$ cat src/rtl/team_06_input_ctrl.sv
// Front-panel input conditioner: synchronises and debounces pushbuttons
// (toggle or momentary per button) and decodes a quadrature volume encoder
// into a saturating volume value with one-cycle change/error strobes.
module team_06_input_ctrl #(
  parameter int               N_BTN       = 4,
  parameter int               DB_CYC      = 5000,
  parameter logic [N_BTN-1:0] TOGGLE_MASK = 4'b1110,
  parameter int               VOL_W       = 4,
  parameter int               VOL_INIT    = 0,
  parameter int               VOL_STEP    = 1,
  parameter int               ENC_DIV     = 1
) (
  input  logic             clk,
  input  logic             rst,
  input  logic [N_BTN-1:0] pbs,
  input  logic [1:0]       vol,
  output logic [N_BTN-1:0] btn_state,
  output logic [N_BTN-1:0] btn_press,
  output logic [VOL_W-1:0] volume,
  output logic             vol_change,
  output logic             enc_err
);

  // Debounce counter sized to hold DB_CYC; it only ever reaches DB_CYC-1.
  localparam int               CNT_W    = $clog2(DB_CYC + 1);
  localparam logic [CNT_W-1:0] CNT_LAST = CNT_W'(DB_CYC - 1);

  // Detent accumulator spans -(ENC_DIV-1)..+(ENC_DIV-1) plus a sign bit.
  localparam int                      ACC_W  = $clog2(ENC_DIV + 1) + 1;
  localparam logic signed [ACC_W-1:0] ACC_HI = ACC_W'(ENC_DIV - 1);
  localparam logic signed [ACC_W-1:0] ACC_LO = -ACC_HI;

  // Volume arithmetic is done one bit wider so saturation is a plain compare.
  localparam logic [VOL_W:0]   VOL_MAX_X = {1'b0, {VOL_W{1'b1}}};
  localparam logic [VOL_W:0]   STEP_X    = (VOL_W + 1)'(VOL_STEP);
  localparam logic [VOL_W-1:0] VOL_RST   = VOL_W'(VOL_INIT);

  // ---------------------------------------------------------------------
  // Input synchronisers
  // ---------------------------------------------------------------------
  logic [N_BTN-1:0] pbs_s1_reg;
  logic [N_BTN-1:0] pbs_s2_reg;
  logic [1:0]       vol_s1_reg;
  logic [1:0]       vol_s2_reg;

  // Two-flop synchronisers for every asynchronous input.
  always_ff @(posedge clk or posedge rst) begin
    if (rst) begin
      pbs_s1_reg <= '0;
      pbs_s2_reg <= '0;
      vol_s1_reg <= 2'b00;
      vol_s2_reg <= 2'b00;
    end else begin
      pbs_s1_reg <= pbs;
      pbs_s2_reg <= pbs_s1_reg;
      vol_s1_reg <= vol;
      vol_s2_reg <= vol_s1_reg;
    end
  end

  // ---------------------------------------------------------------------
  // Per-button debounce
  // ---------------------------------------------------------------------
  logic [N_BTN-1:0] stable_reg;
  logic [N_BTN-1:0] stable_next;

  for (genvar gi = 0; gi < N_BTN; gi++) begin : g_db
    logic [CNT_W-1:0] cnt_reg;
    logic [CNT_W-1:0] cnt_next;
    logic             stb_next;

    // Count consecutive cycles the synchronised input disagrees with the
    // accepted level; any agreement (a bounce back) restarts the count.
    always_comb begin
      cnt_next = cnt_reg;
      stb_next = stable_reg[gi];
      if (pbs_s2_reg[gi] == stable_reg[gi]) begin
        cnt_next = '0;
      end else if (cnt_reg == CNT_LAST) begin
        stb_next = pbs_s2_reg[gi];
        cnt_next = '0;
      end else begin
        cnt_next = cnt_reg + 1'b1;
      end
    end

    // Debounce counter register.
    always_ff @(posedge clk or posedge rst) begin
      if (rst) begin
        cnt_reg <= '0;
      end else begin
        cnt_reg <= cnt_next;
      end
    end

    assign stable_next[gi] = stb_next;
  end

  // ---------------------------------------------------------------------
  // Button press / state outputs
  // ---------------------------------------------------------------------
  logic [N_BTN-1:0] stable_dly_reg;
  logic [N_BTN-1:0] rise;
  logic [N_BTN-1:0] btn_press_reg;
  logic [N_BTN-1:0] btn_state_reg;
  logic [N_BTN-1:0] btn_state_next;

  // Rising edge of the debounced level, seen one cycle after it is accepted.
  assign rise = stable_reg & ~stable_dly_reg;

  for (genvar gi = 0; gi < N_BTN; gi++) begin : g_btn
    // Toggle buttons flip on each press; momentary buttons mirror the
    // debounced level with the same one-cycle delay as the press strobe.
    assign btn_state_next[gi] = TOGGLE_MASK[gi] ? (btn_state_reg[gi] ^ rise[gi])
                                                : stable_reg[gi];
  end

  // Debounced level, its delayed copy, and the registered button outputs.
  always_ff @(posedge clk or posedge rst) begin
    if (rst) begin
      stable_reg     <= '0;
      stable_dly_reg <= '0;
      btn_press_reg  <= '0;
      btn_state_reg  <= '0;
    end else begin
      stable_reg     <= stable_next;
      stable_dly_reg <= stable_reg;
      btn_press_reg  <= rise;
      btn_state_reg  <= btn_state_next;
    end
  end

  // ---------------------------------------------------------------------
  // Quadrature decoder and volume
  // ---------------------------------------------------------------------
  logic [1:0]              prv_reg;
  logic [1:0]              delta;
  logic signed [ACC_W-1:0] acc_reg;
  logic signed [ACC_W-1:0] acc_next;
  logic                    detent_up;
  logic                    detent_dn;
  logic                    enc_err_reg;
  logic                    enc_err_next;
  logic [VOL_W-1:0]        volume_reg;
  logic [VOL_W-1:0]        volume_next;
  logic                    vol_change_reg;
  logic                    vol_change_next;
  logic [VOL_W:0]          vol_x;
  logic [VOL_W:0]          vol_sum;

  // Map the Gray code 00,01,11,10 to positions 0..3 so direction is a
  // modulo-4 difference: +1 clockwise, -1 anticlockwise, 2 is a skipped state.
  function automatic logic [1:0] gray_pos(input logic [1:0] g);
    return {g[1], g[1] ^ g[0]};
  endfunction

  assign delta = gray_pos(vol_s2_reg) - gray_pos(prv_reg);

  // Detent accumulation: a detent fires when a step would push the
  // accumulator past +/-(ENC_DIV-1); reversals simply unwind it.
  always_comb begin
    acc_next     = acc_reg;
    detent_up    = 1'b0;
    detent_dn    = 1'b0;
    enc_err_next = 1'b0;
    case (delta)
      2'd1: begin
        if (acc_reg == ACC_HI) begin
          acc_next  = '0;
          detent_up = 1'b1;
        end else begin
          acc_next = acc_reg + 1'b1;
        end
      end
      2'd3: begin
        if (acc_reg == ACC_LO) begin
          acc_next  = '0;
          detent_dn = 1'b1;
        end else begin
          acc_next = acc_reg - 1'b1;
        end
      end
      2'd2: enc_err_next = 1'b1;
      default: ;
    endcase
  end

  assign vol_x   = {1'b0, volume_reg};
  assign vol_sum = vol_x + STEP_X;

  // Saturating volume update; the change strobe compares old and new value
  // so a detent at either limit produces no pulse.
  always_comb begin
    volume_next = volume_reg;
    if (detent_up) begin
      volume_next = (vol_sum > VOL_MAX_X) ? VOL_MAX_X[VOL_W-1:0] : vol_sum[VOL_W-1:0];
    end else if (detent_dn) begin
      volume_next = (vol_x < STEP_X) ? '0 : (volume_reg - STEP_X[VOL_W-1:0]);
    end
    vol_change_next = (volume_next != volume_reg);
  end

  // Encoder history, accumulator, volume and strobes.
  always_ff @(posedge clk or posedge rst) begin
    if (rst) begin
      prv_reg        <= 2'b00;
      acc_reg        <= '0;
      volume_reg     <= VOL_RST;
      vol_change_reg <= 1'b0;
      enc_err_reg    <= 1'b0;
    end else begin
      prv_reg        <= vol_s2_reg;
      acc_reg        <= acc_next;
      volume_reg     <= volume_next;
      vol_change_reg <= vol_change_next;
      enc_err_reg    <= enc_err_next;
    end
  end

  assign btn_state  = btn_state_reg;
  assign btn_press  = btn_press_reg;
  assign volume     = volume_reg;
  assign vol_change = vol_change_reg;
  assign enc_err    = enc_err_reg;

endmodule

$ cat config.mk
export PLATFORM = sky130hd
export DESIGN_NAME = team_06_input_ctrl
export DESIGN_NICKNAME = d
export VERILOG_FILES = /design/src/rtl/team_06_input_ctrl.sv
export SDC_FILE = /design/constraint.sdc
export NUM_CORES = 1
export LEC_CHECK = 0
export BUFFER_PORTS_ARGS = -buffer_cell sky130_fd_sc_hd__buf_2
export CAP_MARGIN = 5
export CORE_ASPECT_RATIO = 1.75
export CORE_MARGIN = 2
export CORE_UTILIZATION = 50
export CTS_BUF_LIST = sky130_fd_sc_hd__clkbuf_8 sky130_fd_sc_hd__clkbuf_16
export DETAILED_ROUTE_END_ITERATION = 16
export GPL_TIMING_DRIVEN = 0
export PLACE_DENSITY = 0.74
export SLEW_MARGIN = 0
export SYNTH_ARGS = -nofsm -noshare
export SYNTH_HDL_FRONTEND = slang
export SYNTH_SLANG_ARGS = --single-unit
$ cat constraint.sdc
create_clock -name clk -period 5 [get_ports clk]
set_input_delay 0.5 -clock clk [delete_from_list [all_inputs] [get_ports clk]]
set_output_delay 0.5 -clock clk [all_outputs]
set_load 0.03 [all_outputs]
==> impl_metrics.env <==
export IMPL_ys_warn_count=0
export IMPL_p_leak_nw=2.03
export IMPL_fin_nets=412
export IMPL_use_met2=0.296
export IMPL_clockBufferDepth=2
export IMPL_synth_cells=361
export IMPL_path_buf_inv=1
export IMPL_hp_class="in -> async"
export IMPL_gr_max_usage_layer="met2"
export IMPL_yosysSeqAreaShare=0.567
export IMPL_first_iter_violations=133
export IMPL_grt_use_met1=0.200
export IMPL_grt_pass1_wl_mm=11.8
export IMPL_core_sq_mm=0.00762
export IMPL_cp_required_ns=5.21
export IMPL_routed_wl_mm=6.55
export IMPL_yosys_area_share_simple=0.201
export IMPL_peakVddDrop_mv=0.223
export IMPL_crit_type="reg -> reg"
export IMPL_synthXorXnorAreaFrac=0.124
export IMPL_drive_above_1_share=0.138
export IMPL_fin_worst_skew_ns=0.00467
export IMPL_syn_nets=379
export IMPL_regToRegStartpoint="g_db[0].cnt_reg[10]"
export IMPL_synth_top_family_by_area="simple AND/OR/NAND/NOR gates"
export IMPL_drt_first_pass_iters=4
export IMPL_clockRootBuffer="clkbuf_16"
export IMPL_critPathCaptureType="flip-flop"
export IMPL_wl_per_cell_microns=13.5
export IMPL_cts_sinks=89
export IMPL_synthMuxAreaShare=0.0188
export IMPL_clock_latency_ns=0.33
export IMPL_dieHeight_microns=121
export IMPL_pre_cts_slack_ns=3.05
export IMPL_avgViaCountPerCell=5.39
export IMPL_dp_hpwl_mm=4.51
export IMPL_tns_ns=0
export IMPL_setup_ws_ns=3.01
export IMPL_ios=22
export IMPL_slew_viol_final=0
export IMPL_ant_nets=0
export IMPL_path_cells="or4bb_1 -> nor4_1 -> or2_2 -> buf_2 -> nor2_1"
export IMPL_cts_tree="done"
export IMPL_r2r_cells=5
export IMPL_ys_types=42
export IMPL_gp_congestion=0.809
export IMPL_fmax_mhz=502
export IMPL_critPathMaxStageDelay_ns=0.50
export IMPL_antenna_found_initial=0
export IMPL_crit_cells=5
export IMPL_start_kind="flip-flop"
export IMPL_grt_pass1_vias=2668
export IMPL_grt_max_degree=51
export IMPL_cts_setup_buffers=0
export IMPL_synth_edf_count=0
export IMPL_track_usage=0.175
export IMPL_crit_slowest_cell="or4bb_1"
export IMPL_crit_fanout=10
export IMPL_vias=2624
export IMPL_yosys_most_used_dff="dfrtp_1"
export IMPL_clk_pin_slew_worst_paths_ns=0.06
export IMPL_antenna_cells=0
export IMPL_row_count=42
export IMPL_hold_viol=0
export IMPL_critPathArrivalTime_ns=2.20
export IMPL_cp_startpoint="g_db[0].cnt_reg[10]"
export IMPL_die_area_sq_mm=0.00862
export IMPL_postLayoutCoreUtil=0.593
export IMPL_port_buffers=21
export IMPL_largest_reg_flops=52
export IMPL_drv_cap=0
export IMPL_status="finished, final reports clean"
export IMPL_worstMarginPinSlew_ns=0.496
export IMPL_htreeDepth=3
export IMPL_worst_path_dominant_cell_family="simple AND/OR/NAND/NOR gates"
export IMPL_grt_util_met3=0.0490
export IMPL_syn_area_per_cell_sq_um=10.9
export IMPL_syn_area_sq_mm=0.00393
export IMPL_timing_rr_end="g_db[0].cnt_reg[7]"
export IMPL_reg2reg_slack_ns=3.01
export IMPL_fin_crit_sh=0.398
export IMPL_ys_seq_elements=89
export IMPL_drcViolationCount=0
export IMPL_die_width_microns=71.0
export IMPL_endpoint="g_db[0].cnt_reg[7]"
export IMPL_period_minus_slack_ns=1.99
export IMPL_cts_hold_buf=0
export IMPL_power_density_mw_per_mm2=393
export IMPL_start_util=0.516
export IMPL_area_growth_syn_to_layout_pct=15.0
export IMPL_cts_buffers=9
export IMPL_post_cts_resized=0
export IMPL_synth_adder_area_share=0.0318
export IMPL_synth_compound_area_frac=0.0293
export IMPL_setup_viol=0
export IMPL_fillers=618
export IMPL_relSlewSlack=0.669
export IMPL_grt_setup_unrepaired="no"
export IMPL_overflow=0
export IMPL_synthArstFlopShare=1.00
## cell families (layout without fill, tap and decap cells)
kind of cell	Yosys count	after routing
AND/OR/NAND/NOR	161	161
multiplexers	6	6
AO/OA/AOI/OAI	17	17
buffers and inverters	24	62
XOR/XNOR	54	54
flip-flops	89	89
adder cells (fa/ha/maj)	10	10
## worst reg2reg max path: stages (launching register included)
cell and delay, ns:
dfrtp_1 0.41, or4bb_1 0.50, nor4_1 0.41, or2_2 0.22, buf_2 0.23, nor2_1 0.10
## layer usage
metal | vias to the layer above | part of all wire
li1 | 1274 | -
met3 | 15 | 0.029
met2 | 33 | 0.53
met5 | - | 0
met4 | 0 | 0.025
met1 | 1302 | 0.42
## cells in the mapped netlist (all sizes together) (2+ instances only)
library cell,n,share of area
dfrtp,89,0.57
nor2,65,0.062
xnor2,37,0.082
nand2,21,0.021
nand3,16,0.020
xor2,16,0.036
inv,15,0.014
nor3,15,0.019
nand4,11,0.018
ha,10,0.032
nor4,7,0.011
nor2b,6,0.0095
buf,5,0.010
mux2,5,0.016
o21ai,5,0.0064
clkbuf,4,0.0038
or4,4,0.0095
a211oi,3,0.0057
and2,3,0.0048
and3,3,0.0054
a31oi,2,0.0032
or2,2,0.0032
or3,2,0.0032
or4b,2,0.0051
or4bb,2,0.0057
## worst min path at each step
stage | start | end | slack [ns]
2_1_floorplan | pbs_s1_reg[0] | pbs_s2_reg[0] | 0.33
3_3_place_gp | vol_s1_reg[1] | vol_s2_reg[1] | 0.33
3_5_place_dp | vol_s1_reg[1] | vol_s2_reg[1] | 0.34
4_1_cts | rst | g_db[0].cnt_reg[12] | 0.21
5_1_grt | rst | g_db[0].cnt_reg[12] | 0.23
6_report | rst | g_db[0].cnt_reg[12] | 0.21
## power by group
part           leakage, nW  total [mW]  internal [mW]  switching (mW)
Clock                0.170       0.761          0.499           0.262
Combinational        0.672       0.235         0.0837           0.151
Sequential            1.19       0.783          0.752          0.0312
## cell usage in the layout (no fill, tap or decap), types with 4 or more instances in the layout
master / n
dfrtp_1: 89
nor2_1: 65
xnor2_1: 37
buf_2: 23
nand2_1: 20
nand3_1: 16
xor2_1: 16
nor3_1: 15
inv_1: 15
nand4_1: 11
ha_1: 10
clkbuf_16: 9
nor4_1: 7
nor2b_1: 6
o21ai_0: 5
clkbuf_1: 4
## final cells by class
class | instances | area [sq um] | area share
buffer | 9 | 55.1 | 0.0122
clock buffer | 10 | 239 | 0.0528
clock inverter | 6 | 106 | 0.0235
inverter | 15 | 58.8 | 0.0130
multi-input combinational | 248 | 1590 | 0.352
sequential | 89 | 2230 | 0.493
tap | 88 | 110 | 0.0243
timing repair buffer | 22 | 133 | 0.0293
## per-stage QoR
step                      power [mW]  area [sq um]  hold WS, ns  instances
after floorplan                0.969          3930        0.331        361
after global placement          1.02          4150        0.332        470
after detailed placement        1.03          4180        0.336        471
after CTS                       1.80          4520        0.208        487
after global routing            1.86          4520        0.230        487
final                           1.78          4520        0.206        487
Note: power is estimated with default switching activity, not from simulation.
